==> src/rtl/character_jump_ctrl_pkg.sv <==
// Shared definitions for the character jump controller: playfield and
// character geometry, VGA bus width and the motion FSM state encoding.
package character_jump_ctrl_pkg;

  localparam int GAME_WIDTH   = 800;
  localparam int GAME_HEIGHT  = 600;
  localparam int CHAR_W       = 40;
  localparam int CHAR_H       = 60;
  localparam int VGA_BUS_SIZE = 38;

  // Encoding 2'b11 is illegal and recovers to S_IDLE.
  typedef enum logic [1:0] {
    S_IDLE   = 2'b00,
    S_JUMP_L = 2'b01,
    S_JUMP_R = 2'b10
  } state_e;

endpackage

==> src/rtl/character_jump_ctrl_jump_arc.sv <==
// Combinational jump arc: maps elapsed tick count t to the vertical lift
// above ground, (t * (N - t)) >> ARC_SHIFT, a parabola that is zero at both
// ends of the jump and peaks halfway through.
module character_jump_ctrl_jump_arc #(
  parameter int JUMP_TICKS = 80,
  parameter int ARC_SHIFT  = 4,
  parameter int COORD_W    = 10,
  localparam int TW        = $clog2(JUMP_TICKS + 1)
) (
  input  logic [TW-1:0]      t,
  output logic [COORD_W-1:0] offset
);

  logic [TW-1:0]   t_rem;
  logic [2*TW-1:0] prod;

  assign t_rem  = TW'(JUMP_TICKS) - t;
  assign prod   = {{TW{1'b0}}, t} * {{TW{1'b0}}, t_rem};
  assign offset = COORD_W'(prod >> ARC_SHIFT);

endmodule

==> src/rtl/character_jump_ctrl.sv <==
// Character jump controller: turns left/right jump requests into N-tick
// jumps with a parabolic vertical arc and horizontal motion clamped to
// [X_MIN, X_MAX]. Pulses landed for one clock when a jump ends.
// Optional build macro JUMP_QUEUE_EN adds a one-deep queue that captures
// the first request edge seen mid-jump and launches it on landing.
module character_jump_ctrl
  import character_jump_ctrl_pkg::*;
#(
  parameter int COORD_W    = 10,
  parameter int START_X    = GAME_WIDTH / 2 - CHAR_W / 2 - 1,
  parameter int GROUND_Y   = 450,
  parameter int JUMP_TICKS = 80,
  parameter int STEP_X     = 1,
  parameter int ARC_SHIFT  = 4,
  parameter int X_MIN      = 0,
  parameter int X_MAX      = GAME_WIDTH - CHAR_W
) (
  input  logic               clk,
  input  logic               rst,
  input  logic               module_en,
  input  logic               jump_left,
  input  logic               jump_right,
  input  logic               one_ms_tick,
  output logic [COORD_W-1:0] xpos,
  output logic [COORD_W-1:0] ypos,
  output logic               landed,
  output logic               busy,
  output logic               dir
);

  localparam int TW = $clog2(JUMP_TICKS + 1);

  state_e             state_q, state_d;
  logic [TW-1:0]      t_q, t_d;
  logic [COORD_W-1:0] xpos_q, xpos_d;
  logic [COORD_W-1:0] ypos_q, ypos_d;
  logic               landed_q, landed_d;
  logic               busy_q, busy_d;
  logic               dir_q, dir_d;

  logic [TW-1:0]      t_nxt;
  logic               last_tick;
  logic [COORD_W-1:0] arc_off;

  // Step right, saturating at X_MAX; sum carries one extra bit so it cannot wrap.
  function automatic logic [COORD_W-1:0] sat_right(input logic [COORD_W-1:0] x);
    logic [COORD_W:0] sum;
    sum = {1'b0, x} + (COORD_W+1)'(STEP_X);
    if (sum > (COORD_W+1)'(X_MAX)) return COORD_W'(X_MAX);
    return sum[COORD_W-1:0];
  endfunction

  // Step left, saturating at X_MIN; compared before subtracting so it cannot wrap.
  function automatic logic [COORD_W-1:0] sat_left(input logic [COORD_W-1:0] x);
    if ({1'b0, x} < (COORD_W+1)'(X_MIN) + (COORD_W+1)'(STEP_X)) return COORD_W'(X_MIN);
    return x - COORD_W'(STEP_X);
  endfunction

  assign t_nxt     = t_q + TW'(1);
  assign last_tick = (t_q == TW'(JUMP_TICKS - 1));

  character_jump_ctrl_jump_arc #(
    .JUMP_TICKS (JUMP_TICKS),
    .ARC_SHIFT  (ARC_SHIFT),
    .COORD_W    (COORD_W)
  ) u_arc (
    .t      (t_nxt),
    .offset (arc_off)
  );

`ifdef JUMP_QUEUE_EN
  logic q_valid_q, q_valid_d;
  logic q_dir_q, q_dir_d;
  logic req_l_prev_q, req_r_prev_q;
  logic edge_l, edge_r;

  assign edge_l = jump_left  & ~req_l_prev_q;
  assign edge_r = jump_right & ~req_r_prev_q;
`endif

  // Next-state, position and status logic for the motion FSM.
  always_comb begin
    state_d  = state_q;
    t_d      = t_q;
    xpos_d   = xpos_q;
    ypos_d   = ypos_q;
    landed_d = 1'b0;
    busy_d   = busy_q;
    dir_d    = dir_q;
`ifdef JUMP_QUEUE_EN
    q_valid_d = q_valid_q;
    q_dir_d   = q_dir_q;
`endif
    case (state_q)
      S_IDLE: begin
        if (jump_left) begin
          state_d = S_JUMP_L;
          t_d     = '0;
          busy_d  = 1'b1;
          dir_d   = 1'b0;
        end else if (jump_right) begin
          state_d = S_JUMP_R;
          t_d     = '0;
          busy_d  = 1'b1;
          dir_d   = 1'b1;
        end else if (!module_en) begin
          xpos_d = COORD_W'(START_X);
          ypos_d = COORD_W'(GROUND_Y);
        end
      end
      S_JUMP_L, S_JUMP_R: begin
`ifdef JUMP_QUEUE_EN
        if (!q_valid_q && (edge_l || edge_r) && !(one_ms_tick && last_tick)) begin
          q_valid_d = 1'b1;
          q_dir_d   = ~edge_l;
        end
`endif
        if (one_ms_tick) begin
          t_d    = t_nxt;
          xpos_d = (state_q == S_JUMP_R) ? sat_right(xpos_q) : sat_left(xpos_q);
          ypos_d = COORD_W'(GROUND_Y) - arc_off;
          if (last_tick) begin
            t_d      = '0;
            ypos_d   = COORD_W'(GROUND_Y);
            landed_d = 1'b1;
            busy_d   = 1'b0;
            state_d  = S_IDLE;
`ifdef JUMP_QUEUE_EN
            if (q_valid_q && module_en) begin
              state_d = q_dir_q ? S_JUMP_R : S_JUMP_L;
              busy_d  = 1'b1;
              dir_d   = q_dir_q;
            end
            q_valid_d = 1'b0;
`endif
          end
        end
      end
      default: begin
        state_d = S_IDLE;
        t_d     = '0;
        busy_d  = 1'b0;
      end
    endcase
`ifdef JUMP_QUEUE_EN
    if (!module_en) q_valid_d = 1'b0;
`endif
  end

  // Motion state and output registers.
  always_ff @(posedge clk) begin
    if (rst) begin
      state_q  <= S_IDLE;
      t_q      <= '0;
      xpos_q   <= COORD_W'(START_X);
      ypos_q   <= COORD_W'(GROUND_Y);
      landed_q <= 1'b0;
      busy_q   <= 1'b0;
      dir_q    <= 1'b0;
    end else begin
      state_q  <= state_d;
      t_q      <= t_d;
      xpos_q   <= xpos_d;
      ypos_q   <= ypos_d;
      landed_q <= landed_d;
      busy_q   <= busy_d;
      dir_q    <= dir_d;
    end
  end

`ifdef JUMP_QUEUE_EN
  // Queue slot and request history used for edge detection.
  always_ff @(posedge clk) begin
    if (rst) begin
      q_valid_q    <= 1'b0;
      q_dir_q      <= 1'b0;
      req_l_prev_q <= 1'b0;
      req_r_prev_q <= 1'b0;
    end else begin
      q_valid_q    <= q_valid_d;
      q_dir_q      <= q_dir_d;
      req_l_prev_q <= jump_left;
      req_r_prev_q <= jump_right;
    end
  end
`endif

  assign xpos   = xpos_q;
  assign ypos   = ypos_q;
  assign landed = landed_q;
  assign busy   = busy_q;
  assign dir    = dir_q;

endmodule

==> config.mk <==
export PLATFORM = sky130hd
export DESIGN_NAME = character_jump_ctrl
export DESIGN_NICKNAME = d
export VERILOG_FILES = /design/src/rtl/character_jump_ctrl_pkg.sv /design/src/rtl/character_jump_ctrl_jump_arc.sv /design/src/rtl/character_jump_ctrl.sv
export SDC_FILE = /design/constraint.sdc
export NUM_CORES = 1
export LEC_CHECK = 0
export ABC_CLOCK_PERIOD_IN_PS = 13500
export BUFFER_PORTS_ARGS = -buffer_cell sky130_fd_sc_hd__clkbuf_2
export CORE_AREA = 2 2 97 99
export DETAILED_ROUTE_END_ITERATION = 8
export DIE_AREA = 0 0 99 101
export GPL_ROUTABILITY_DRIVEN = 0
export SYNTH_ARGS = -nofsm -noshare
export SYNTH_HDL_FRONTEND = slang
export SYNTH_HIERARCHICAL = 1
export SYNTH_SLANG_ARGS = --single-unit
==> constraint.sdc <==
create_clock -name clk -period 13.5 [get_ports clk]
set_input_delay 1.35 -clock clk [delete_from_list [all_inputs] [get_ports clk]]
set_output_delay 1.35 -clock clk [all_outputs]
set_load 0.01 [all_outputs]
==> results of run 1 <==
[worst max-delay path by stage]
stage / to / slack [ns] / cells past startpoint
after floorplan: ypos[6] / 7.30 / 24
after global placement: ypos[8] / 6.78 / 23
after detailed placement: ypos[8] / 6.55 / 23
after CTS: ypos[8] / 6.49 / 23
after global routing: ypos[9] / 6.01 / 24
final: ypos[8] / 6.55 / 23
[where the power goes]
group	leakage [nW]	switching (W)	internal [W]
Combinational	1.57	0.000234	0.000133
Clock	0.0541	0.0000384	0.0000546
Sequential	0.259	0.0000189	0.000109
Total	1.88	0.000292	0.000297
[registers in the layout, summed over array words and instances (netlist names)]
name,cells
xpos,10
ypos,10
t_q,7
state_q,2
busy,1
dir,1
landed,1
[synthesized netlist by cell type (13+ instances only)]
library cell | instances | share of area
clkbuf_1 | 14 | 0.013
nor2_1 | 36 | 0.034
nand2b_1 | 18 | 0.029
nand3_1 | 17 | 0.022
dfxtp_1 | 32 | 0.16
nor3_1 | 14 | 0.018
inv_1 | 57 | 0.055
ha_1 | 44 | 0.14
nand2_1 | 29 | 0.028
xnor2_1 | 13 | 0.029
nor2b_1 | 14 | 0.022
a21oi_1 | 25 | 0.032
fa_1 | 23 | 0.12
[tightest hold or removal path, cell delays in order (launching register included)]
cell     delay, ns
dfxtp_1       0.31
nand2_1       0.05
a21oi_1       0.05
[area by class of cell]
type | count | area (um2)
sequential | 32 | 641
inverter | 57 | 214
timing repair buffer | 29 | 148
clock buffer | 5 | 68.8
multi-input combinational | 367 | 2980
clock inverter | 3 | 42.5
fill | 906 | 4750
tap | 111 | 139
[through the flow]
step	std cells	power [W]	instance area [um2]	hold slack, ns	utilization
floorplan	476	0.000412	3920	0.436	-
global placement	596	0.000494	4120	0.441	0.459
detailed placement	596	0.000497	4120	0.445	0.459
CTS	604	0.000592	4230	0.453	0.471
global route	604	0.000652	4230	0.474	0.471
finish	604	0.000588	4230	0.453	0.471
[layer usage]
| metal | vias to the layer above | part of all wire | global-route usage |
|---|---|---|---|
| met5 | - | 0 | 0 |
| met4 | 0 | 0.011 | 0.0390 |
| met3 | 9 | 0.025 | 0.0194 |
| met2 | 45 | 0.50 | 0.321 |
| met1 | 1606 | 0.47 | 0.241 |
| li1 | 1708 | - | - |
[logic make-up after synthesis]
logic type | share of synthesized area
muxes | 0.0102
and+or+nand+nor | 0.261
xor gates and xnor gates | 0.0514
DFF | 0.163
AOI/OAI and AO/OA | 0.179
buffers and inverters | 0.0776
adders and majority gates | 0.258
==> out/qor.yml, run 1 <==
finish:
  diodes: 0
  layout_commonest_cell: "inv_1"
  most-common-layout-cells: "inv_1 (57), ha_1 (44), nor2_1 (36), dfxtp_1 (32), nand2_1 (29)"
  layout.nets: 565
  syn_to_final_growth_pct: 7.85
  layout-drive-gt1-share: 0.124
floorplan:
  die_w_um: 99
  initial_core_util: 0.437
  io_pins: 29
  num_rows: 35
  die_y_um: 101
  die_area_um2: 10000
  core-area_um2: 8980
placement:
  port_buffers: 28
  dp_hpwl_mm: 6.88
  pre_cts_slack_ns: 6.55
setup_path:
  cp_num_buf_inv: 3
  critPathCaptureType: "flip-flop"
  r2r_slack_ns: 6.55
  worstRegToRegCells: 23
  worst-setup-path-type: "reg -> reg"
  slowest_delay_ns: 0.76
  cp_max_fo: 11
  arrival_ns: 7.12
  crit_path_cell_trace: "ha_1 > nand3_1 > xnor2_1 > o41ai_1 > ha_1 > nand2b_1 > fa_1 > fa_1 > inv_1 > fa_1 > inv_1 > fa_1 > inv_1 > ha_1 > a2111o_1 > a21oi_2 > nor2_1 > xor2_1 > or3_1 > o311ai_0 > xor2_1 > o22ai_1 > nand2b_1"
  r2r-start: "t_q[0]"
  r2r-end: "ypos[8]"
  worstSetupStartpoint: "t_q[0]"
  crit_family: "adder cells"
  cp.required_ns: 13.68
  crit_top_cell: "fa_1"
  cp-start-kind: "flip-flop"
  critPathSlowestCell: "xnor2_1"
synthesis:
  syn_inst: 476
  synth-async-reset-ratio: 0
  syn_area_um2: 3920
  yosys.cell_types.count: 70
  synth_warnings: 6
  ys.flop_type: "dfxtp_1"
  postSynthNetCount: 549
  synth_enable_flop_cells: 0
  yosysSeqAreaShare: 0.163
  syn_area_per_cell_um2: 8.24
  synth-seq-cells: 32
worst_hold_path:
  whs_endpoint: "ypos[5]"
  worstHoldPathCells: 2
  worstHoldPathType: "reg -> reg"
  hp-start: "ypos[5]"
grt:
  grt_pass1_vias: 3244
  antenna_found_initial: 0
  grt_pass1_wl_mm: 15.2
  grt_use_total: 0.182
  grt_max_degree: 31
  grt_overflow: 0
clock_tree:
  cts_hold_buf: 0
  cts_tree: "yes"
  cts_setup_buffers: 0
  cts_resized: 0
  cts_made_buffers: 5
  cts.sinks: 32
  cts_htree_levels: 2
  cts-root-buf: "clkbuf_8"
  worstSkewPairLatency_ns: 0.29
  cts_buffer_depth: 2
  clkSlewWorstSetupHoldPaths_ns: 0.07
status:
  status: "complete, no violations"
routing:
  wl_per_cell_um: 14.5
  vias_per_cell: 5.58
  ant_nets: 0
  drt-total-wl_mm: 8.75
  vias: 3368
  drtIter0Drc: 111
  drt_first_pass_iters: 4
  drc: 0
run:
  cap_violations: 0
timing:
  fmax_mhz: 144
  worst_slack_ns: 6.55
  tightestPinTransition_ns: 0.981
  setup_viol: 0
  setup_tns_ns: 0
  min_period_over_period: 0.515
  max-slew-margin-rel: 0.337
  rsz0062_at_grt: "false"
  fin_worst_skew_ns: 0.00921
  hold_viol_final: 0
  period_minus_slack_ns: 6.95
  drv_slew: 0
pwr:
  power_density_nw_per_um2: 139
  ir_drop_uv: 61.9
  p_leak_nw: 1.88
No activity file was read; power rests on OpenSTA's default activity.
==> run 2, diff against run 1 <==
--- a/config.mk
+++ b/config.mk
@@ -5,7 +5,7 @@
 export SDC_FILE = /design/constraint.sdc
 export NUM_CORES = 1
 export LEC_CHECK = 0
-export ABC_CLOCK_PERIOD_IN_PS = 13500
+export ABC_CLOCK_PERIOD_IN_PS = 6200
 export BUFFER_PORTS_ARGS = -buffer_cell sky130_fd_sc_hd__clkbuf_2
 export CORE_AREA = 2 2 97 99
 export DETAILED_ROUTE_END_ITERATION = 8
==> constraint.sdc (replaced) <==
create_clock -name clk -period 6.2 [get_ports clk]
set_input_delay 0.62 -clock clk [delete_from_list [all_inputs] [get_ports clk]]
set_output_delay 0.62 -clock clk [all_outputs]
set_load 0.01 [all_outputs]
==> run 2 against run 1 <==
  * Combinational power is 130% higher
  * Utilization is 2.6 points higher
  * Sequential share of layout area is 0.71 points lower
  * Cell count is 3.6% higher
  * Sequential cell count stayed put
  * Wire length is 2.6% higher
  * Via count is 3.4% higher
  * Clock skew is 0.0015 ns lower
  * Global-route usage is 0.062 points higher
  * Critical path type unchanged
  * Highest routed layer unchanged
==> out/qor.yml, run 2 (same netlist as run 1, synthesis figures left out) <==
finish:
  most-common-layout-cells: "inv_1 (57), ha_1 (43), nor2_1 (36), nand2_1 (29), dfxtp_1 (29)"
  fillers: 863
  layout_commonest_cell: "inv_1"
  instances_no_fill: 626
  layout-drive-gt1-share: 0.188
  syn_to_final_growth_pct: 13.8
  layout.nets: 587
  diodes: 0
clock_tree:
  cts_htree_levels: 2
  cts_buffer_depth: 2
  cts_hold_buf: 0
  cts.sinks: 32
  cts_made_buffers: 5
  clkSlewWorstSetupHoldPaths_ns: 0.08
  cts_tree: "yes"
  worstSkewPairLatency_ns: 0.28
  cts-root-buf: "clkbuf_8"
timing:
  setup_viol: 0
  fin_worst_skew_ns: 0.00767
  max-slew-margin-rel: 0.312
  period_minus_slack_ns: 5.93
  tightestPinTransition_ns: 1.02
  min_period_over_period: 0.957
  hold_viol_final: 0
  fmax_mhz: 169
  drv_slew: 0
  worst_slack_ns: 0.268
floorplan:
  die_area_um2: 10000
  num_rows: 35
  die_w_um: 99
  die_y_um: 101
  initial_core_util: 0.437
  io_pins: 29
  core-area_um2: 8980
setup_path:
  cp-start-kind: "flip-flop"
  arrival_ns: 6.13
  cp_max_fo: 8
  cp.required_ns: 6.40
  critPathCaptureType: "flip-flop"
  worst-setup-path-type: "reg -> reg"
  r2r_slack_ns: 0.27
run:
  cap_violations: 0
routing:
  vias: 3481
  ant_nets: 0
  vias_per_cell: 5.56
  drc: 0
  drt-total-wl_mm: 8.98
  wl_per_cell_um: 14.3
  drt_first_pass_iters: 4
  drtIter0Drc: 98
grt:
  grt_max_degree: 31
  antenna_found_initial: 0
  gr-usage-met1: 0.249
  grt_pass1_vias: 3290
  grt_pass1_wl_mm: 15.3
  grtUsageMet2: 0.311
  grt.met3_usage: 0.0201
  top_usage_layer: "met2"
  grt_overflow: 0
  grt_use_total: 0.183
pwr:
  p_int_w: 0.000655
  ir_drop_uv: 115
  clkPwrFrac: 0.131
  seq_power_share: 0.214
  swShare: 0.497
  switchingPower_w: 0.000646
  combPwrFrac: 0.655
  power_density_nw_per_um2: 292
  p_leak_nw: 2.02
worst_hold_path:
  worstHoldPathType: "reg -> reg"
placement:
  dp_hpwl_mm: 7.12
  port_buffers: 28
  dpl.cell_count: 613
  pre_cts_slack_ns: -0.00453
status:
  status: "complete, no violations"
-- run 2: cell count changes in the layout (fill, tap and decap cells not counted), moves of 2 or more --
| cell | change |
|---|---|
| dfxtp_1 | -3 |
| dfxtp_2 | +3 |
| buf_4 | +20 |
| nand3_2 | +2 |
| xnor2_2 | +3 |
| xnor2_1 | -3 |
| buf_6 | +2 |
| nand3_1 | -2 |
-- run 2: power groups by stage --
stage	Clock, W	Combinational [W]	Sequential [W]
floorplan	0	0.000623	0.000273
finish	0.000171	0.000852	0.000278
global route	0.000185	0.000968	0.000283
global placement	0	0.000832	0.000278
detailed placement	0	0.000834	0.000279
CTS	0.000175	0.000841	0.000274
-- run 2: worst paths after layout --
check / from / to / cells past startpoint
min: busy / busy / 2
min reg2reg: busy / busy / 2
max: t_q[1] / ypos[9] / 23
max reg2reg: t_q[1] / ypos[9] / 23
-- run 2: metrics by stage --
step	hold WS (ns)	power [W]	instance area [um2]	setup TNS, ns	util
after floorplan	0.436	0.000896	3920	0	-
after global placement	0.441	0.00111	4240	0	0.473
after detailed placement	0.449	0.00111	4240	-0.00809	0.473
after CTS	0.458	0.00129	4350	0	0.485
after global routing	0.478	0.00144	4460	-0.0559	0.497
final	0.456	0.00130	4460	0	0.497
-- run 2: layout make-up --
class	instances	area (um2)	area share
clock buffer	6	82.6	0.0185
tap	111	139	0.0311
sequential	32	644	0.144
clock inverter	2	10.0	0.00224
timing repair buffer	51	320	0.0718
multi-input combinational	367	3050	0.684
inverter	57	214	0.0480
-- run 2: what timing repair did --
action	in CTS	in global routing
setup buffers	0	5
resized for setup	3	15
pin swaps	0	9
hold endpoints to repair	0	0
endpoints found under the setup margin	2	6
-- run 2: layer usage --
| layer | share of wire | vias to the layer above |
|---|---|---|
| met5 | 0 | - |
| met3 | 0.037 | 13 |
| met1 | 0.47 | 1664 |
| met2 | 0.48 | 61 |
| met4 | 0.014 | 0 |
| li1 | - | 1743 |
-- run 2: worst max-delay path: stages (launching register included) --
cell and delay, ns:
dfxtp_2 0.38, ha_4 0.18, nand3_2 0.12, xnor2_2 0.30, buf_6 0.18, ha_1 0.24, nand2b_1 0.17, fa_1 0.51
fa_1 0.55, inv_1 0.05, fa_1 0.53, inv_1 0.06, fa_1 0.52, inv_1 0.04, ha_1 0.21, a2111o_1 0.36
a21oi_2 0.14, nor2_1 0.08, xor2_1 0.18, a2111o_1 0.45, o2111ai_2 0.19, xnor2_1 0.14, nand3_1 0.10, a21oi_1 0.16
==> run 3, diff against run 2 <==
--- a/config.mk
+++ b/config.mk
@@ -5,11 +5,12 @@
 export SDC_FILE = /design/constraint.sdc
 export NUM_CORES = 1
 export LEC_CHECK = 0
+export ABC_AREA = 1
 export ABC_CLOCK_PERIOD_IN_PS = 6200
 export BUFFER_PORTS_ARGS = -buffer_cell sky130_fd_sc_hd__clkbuf_2
-export CORE_AREA = 2 2 97 99
+export CORE_AREA = 2 2 96 98
 export DETAILED_ROUTE_END_ITERATION = 8
-export DIE_AREA = 0 0 99 101
+export DIE_AREA = 0 0 98 100
 export GPL_ROUTABILITY_DRIVEN = 0
 export SYNTH_ARGS = -nofsm -noshare
 export SYNTH_HDL_FRONTEND = slang
==> run 3 against run 2 <==
  * Synthesized cell count increased by 26%
  * Cell count increased by 19%
  * Total power increased by 3.5%
  * Count of clock-buffer cells in the layout decreased by 1
  * Wire length decreased by 0.11%
  * Sequential power increased by 13%
  * Combinational power increased by 2%
  * Hold slack improved by 0.0083 ns
  * Sequential cell count unchanged
  * Sequential share of layout area increased by 0.68 points
  * Critical path type unchanged
==> out/qor.yml, run 3 <==
status:
  status: "complete, no violations"
grt:
  antenna_found_initial: 0
  grt_overflow: 0
  grt_use_total: 0.197
  grt_pass1_wl_mm: 16.1
  grt_max_degree: 25
  grt_pass1_vias: 3645
timing:
  tightestPinTransition_ns: 0.700
  hold_viol_final: 0
  rsz0062_at_grt: "false"
  setup_tns_ns: 0
  min_period_over_period: 0.929
  fmax_mhz: 174
  period_minus_slack_ns: 5.76
  setup_viol: 0
  max-slew-margin-rel: 0.533
  drv_slew: 0
  fin_worst_skew_ns: 0.00884
synthesis:
  yosysSeqAreaShare: 0.165
  yosys.cell_types.count: 34
  netlist_top_cells_count: "nand2_1 (163), inv_1 (115), nor2_1 (58)"
  synth_enable_flop_cells: 0
  yosysTopAreaCellShare: 0.165
  ys.flop_type: "dfxtp_1"
  synth_area_leader_cell: "dfxtp_1"
  syn_area_per_cell_um2: 6.46
  synthMostInstantiatedCell: "nand2_1"
  synth_top_cells_by_area: "dfxtp_1 (17%), nand2_1 (16%), ha_1 (14%)"
  synth_warnings: 6
  synth-async-reset-ratio: 0
  syn_area_um2: 3880
  postSynthNetCount: 673
  synth-seq-cells: 32
  syn_inst: 600
pwr:
  swShare: 0.536
  switchingPower_w: 0.000721
  p_leak_nw: 2.23
  clkPwrFrac: 0.122
  combPwrFrac: 0.645
  p_int_w: 0.000625
  ir_drop_uv: 122
  seq_power_share: 0.234
  power_density_nw_per_um2: 316
floorplan:
  num_rows: 35
  die_y_um: 100
  die_area_um2: 9800
  io_pins: 29
  die_w_um: 98
  initial_core_util: 0.436
  core-area_um2: 8890
clock_tree:
  clkSlewWorstSetupHoldPaths_ns: 0.08
  cts-root-buf: "clkbuf_8"
  cts_hold_buf: 0
  cts_made_buffers: 5
  cts_tree: "yes"
  cts.sinks: 32
  cts_buffer_depth: 2
  worstSkewPairLatency_ns: 0.29
  cts_htree_levels: 2
setup_path:
  cp.required_ns: 6.39
  worst-setup-path-type: "reg -> reg"
  critPathSlowestCell: "fa_1"
  arrival_ns: 5.94
  crit_top_cell: "nand2_1"
  slowest_delay_ns: 0.55
  cp_max_fo: 5
  critPathCaptureType: "flip-flop"
  cp-start-kind: "flip-flop"
finish:
  layout-drive-gt1-share: 0.0983
  finish.utilization: 0.479
  syn_to_final_growth_pct: 9.75
  layout.nets: 703
  postLayoutCellArea_um2: 4250
  fillers: 919
  layout_commonest_cell: "nand2_1"
  instances_no_fill: 742
  most-common-layout-cells: "nand2_1 (163), inv_1 (113), nor2_1 (56), ha_1 (43), a21oi_1 (41)"
  diodes: 0
routing:
  drt_first_pass_iters: 5
  vias: 3682
  vias_per_cell: 4.96
  drc: 0
  drt-total-wl_mm: 8.97
  ant_nets: 0
  wl_per_cell_um: 12.1
  drtIter0Drc: 173
placement:
  port_buffers: 28
  place_area_um2: 4140
  dp_hpwl_mm: 7.41
  dpl.cell_count: 733
run:
  cap_violations: 0
worst_hold_path:
  worstHoldPathType: "reg -> reg"
[run 3: cell count changes after synthesis, sizes merged, moves of 6 or more]
cell,previous run,this run
nor2,37,60
nand3,18,34
nor2b,14,0
o21ai,7,20
xor2,10,16
and2,7,1
nand2,29,167
a21o,8,0
clkbuf,14,7
nor3,15,7
xnor2,13,4
nand2b,18,0
inv,57,115
a21oi,26,43
[run 3: through the flow]
step                      power (W)  hold slack [ns]  worst slack, ns
after global routing        0.00150            0.497          0.00153
after global placement      0.00118            0.446            0.382
after CTS                   0.00135            0.472            0.211
final                       0.00135            0.464            0.443
after floorplan            0.000954            0.462            0.566
after detailed placement    0.00118            0.451            0.219
[run 3: kinds of logic after synthesis]
logic type,Yosys count,share of synthesized area
AOI/OAI and AO/OA,72,0.101
xor gates and xnor gates,20,0.0452
adders and majority gates,67,0.261
buffers and inverters,127,0.125
DFF,32,0.165
and+or+nand+nor,282,0.303
[run 3: worst paths after layout]
path	cells after the start	start	slack (ns)	end
worst max-delay path	31	t_q[0]	0.44	ypos[8]
worst min-delay path	2	ypos[8]	0.46	ypos[8]
worst max register to register	31	t_q[0]	0.44	ypos[8]
worst min register to register	2	ypos[8]	0.46	ypos[8]
[run 3: worst max-delay path: cells and delay by family, from the launching register on]
kind	cells	cell delay (ns)
flops	1	0.37
buf+inv	7	0.66
simple gates	13	0.95
fa+ha+maj	8	3.29
compound gates	3	0.40
[run 3: cell type report]
type	instances	area, um2	area share
Multi-Input combinational cell	441	2760	0.649
Sequential cell	32	643	0.151
Inverter	116	435	0.102
Timing Repair Buffer	34	185	0.0435
Tap cell	111	139	0.0326
Clock buffer	5	68.8	0.0162
Clock inverter	3	23.8	0.00559
[run 3: metal layers]
metal,up-vias,part of all wire,track usage,wire length [um]
met5,-,0,0,0
met4,0,0.017,0.0556,149
met3,15,0.024,0.0272,215
met2,65,0.49,0.353,4400
met1,1675,0.47,0.247,4210
li1,1927,-,-,-
[run 3: timing repair]
item / CTS / global route
setup endpoints to repair: 0 / 7
buffers inserted: 0 / 1
gates resized for setup: 0 / 7
[run 3: power by group through the flow]
stage	clock (W)	sequential, W	combinational (W)
after floorplan	0	0.000323	0.000631
after global placement	0	0.000316	0.000860
after detailed placement	0	0.000318	0.000860
after CTS	0.000171	0.000314	0.000867
after global routing	0.000181	0.000325	0.000993
final	0.000164	0.000315	0.000868
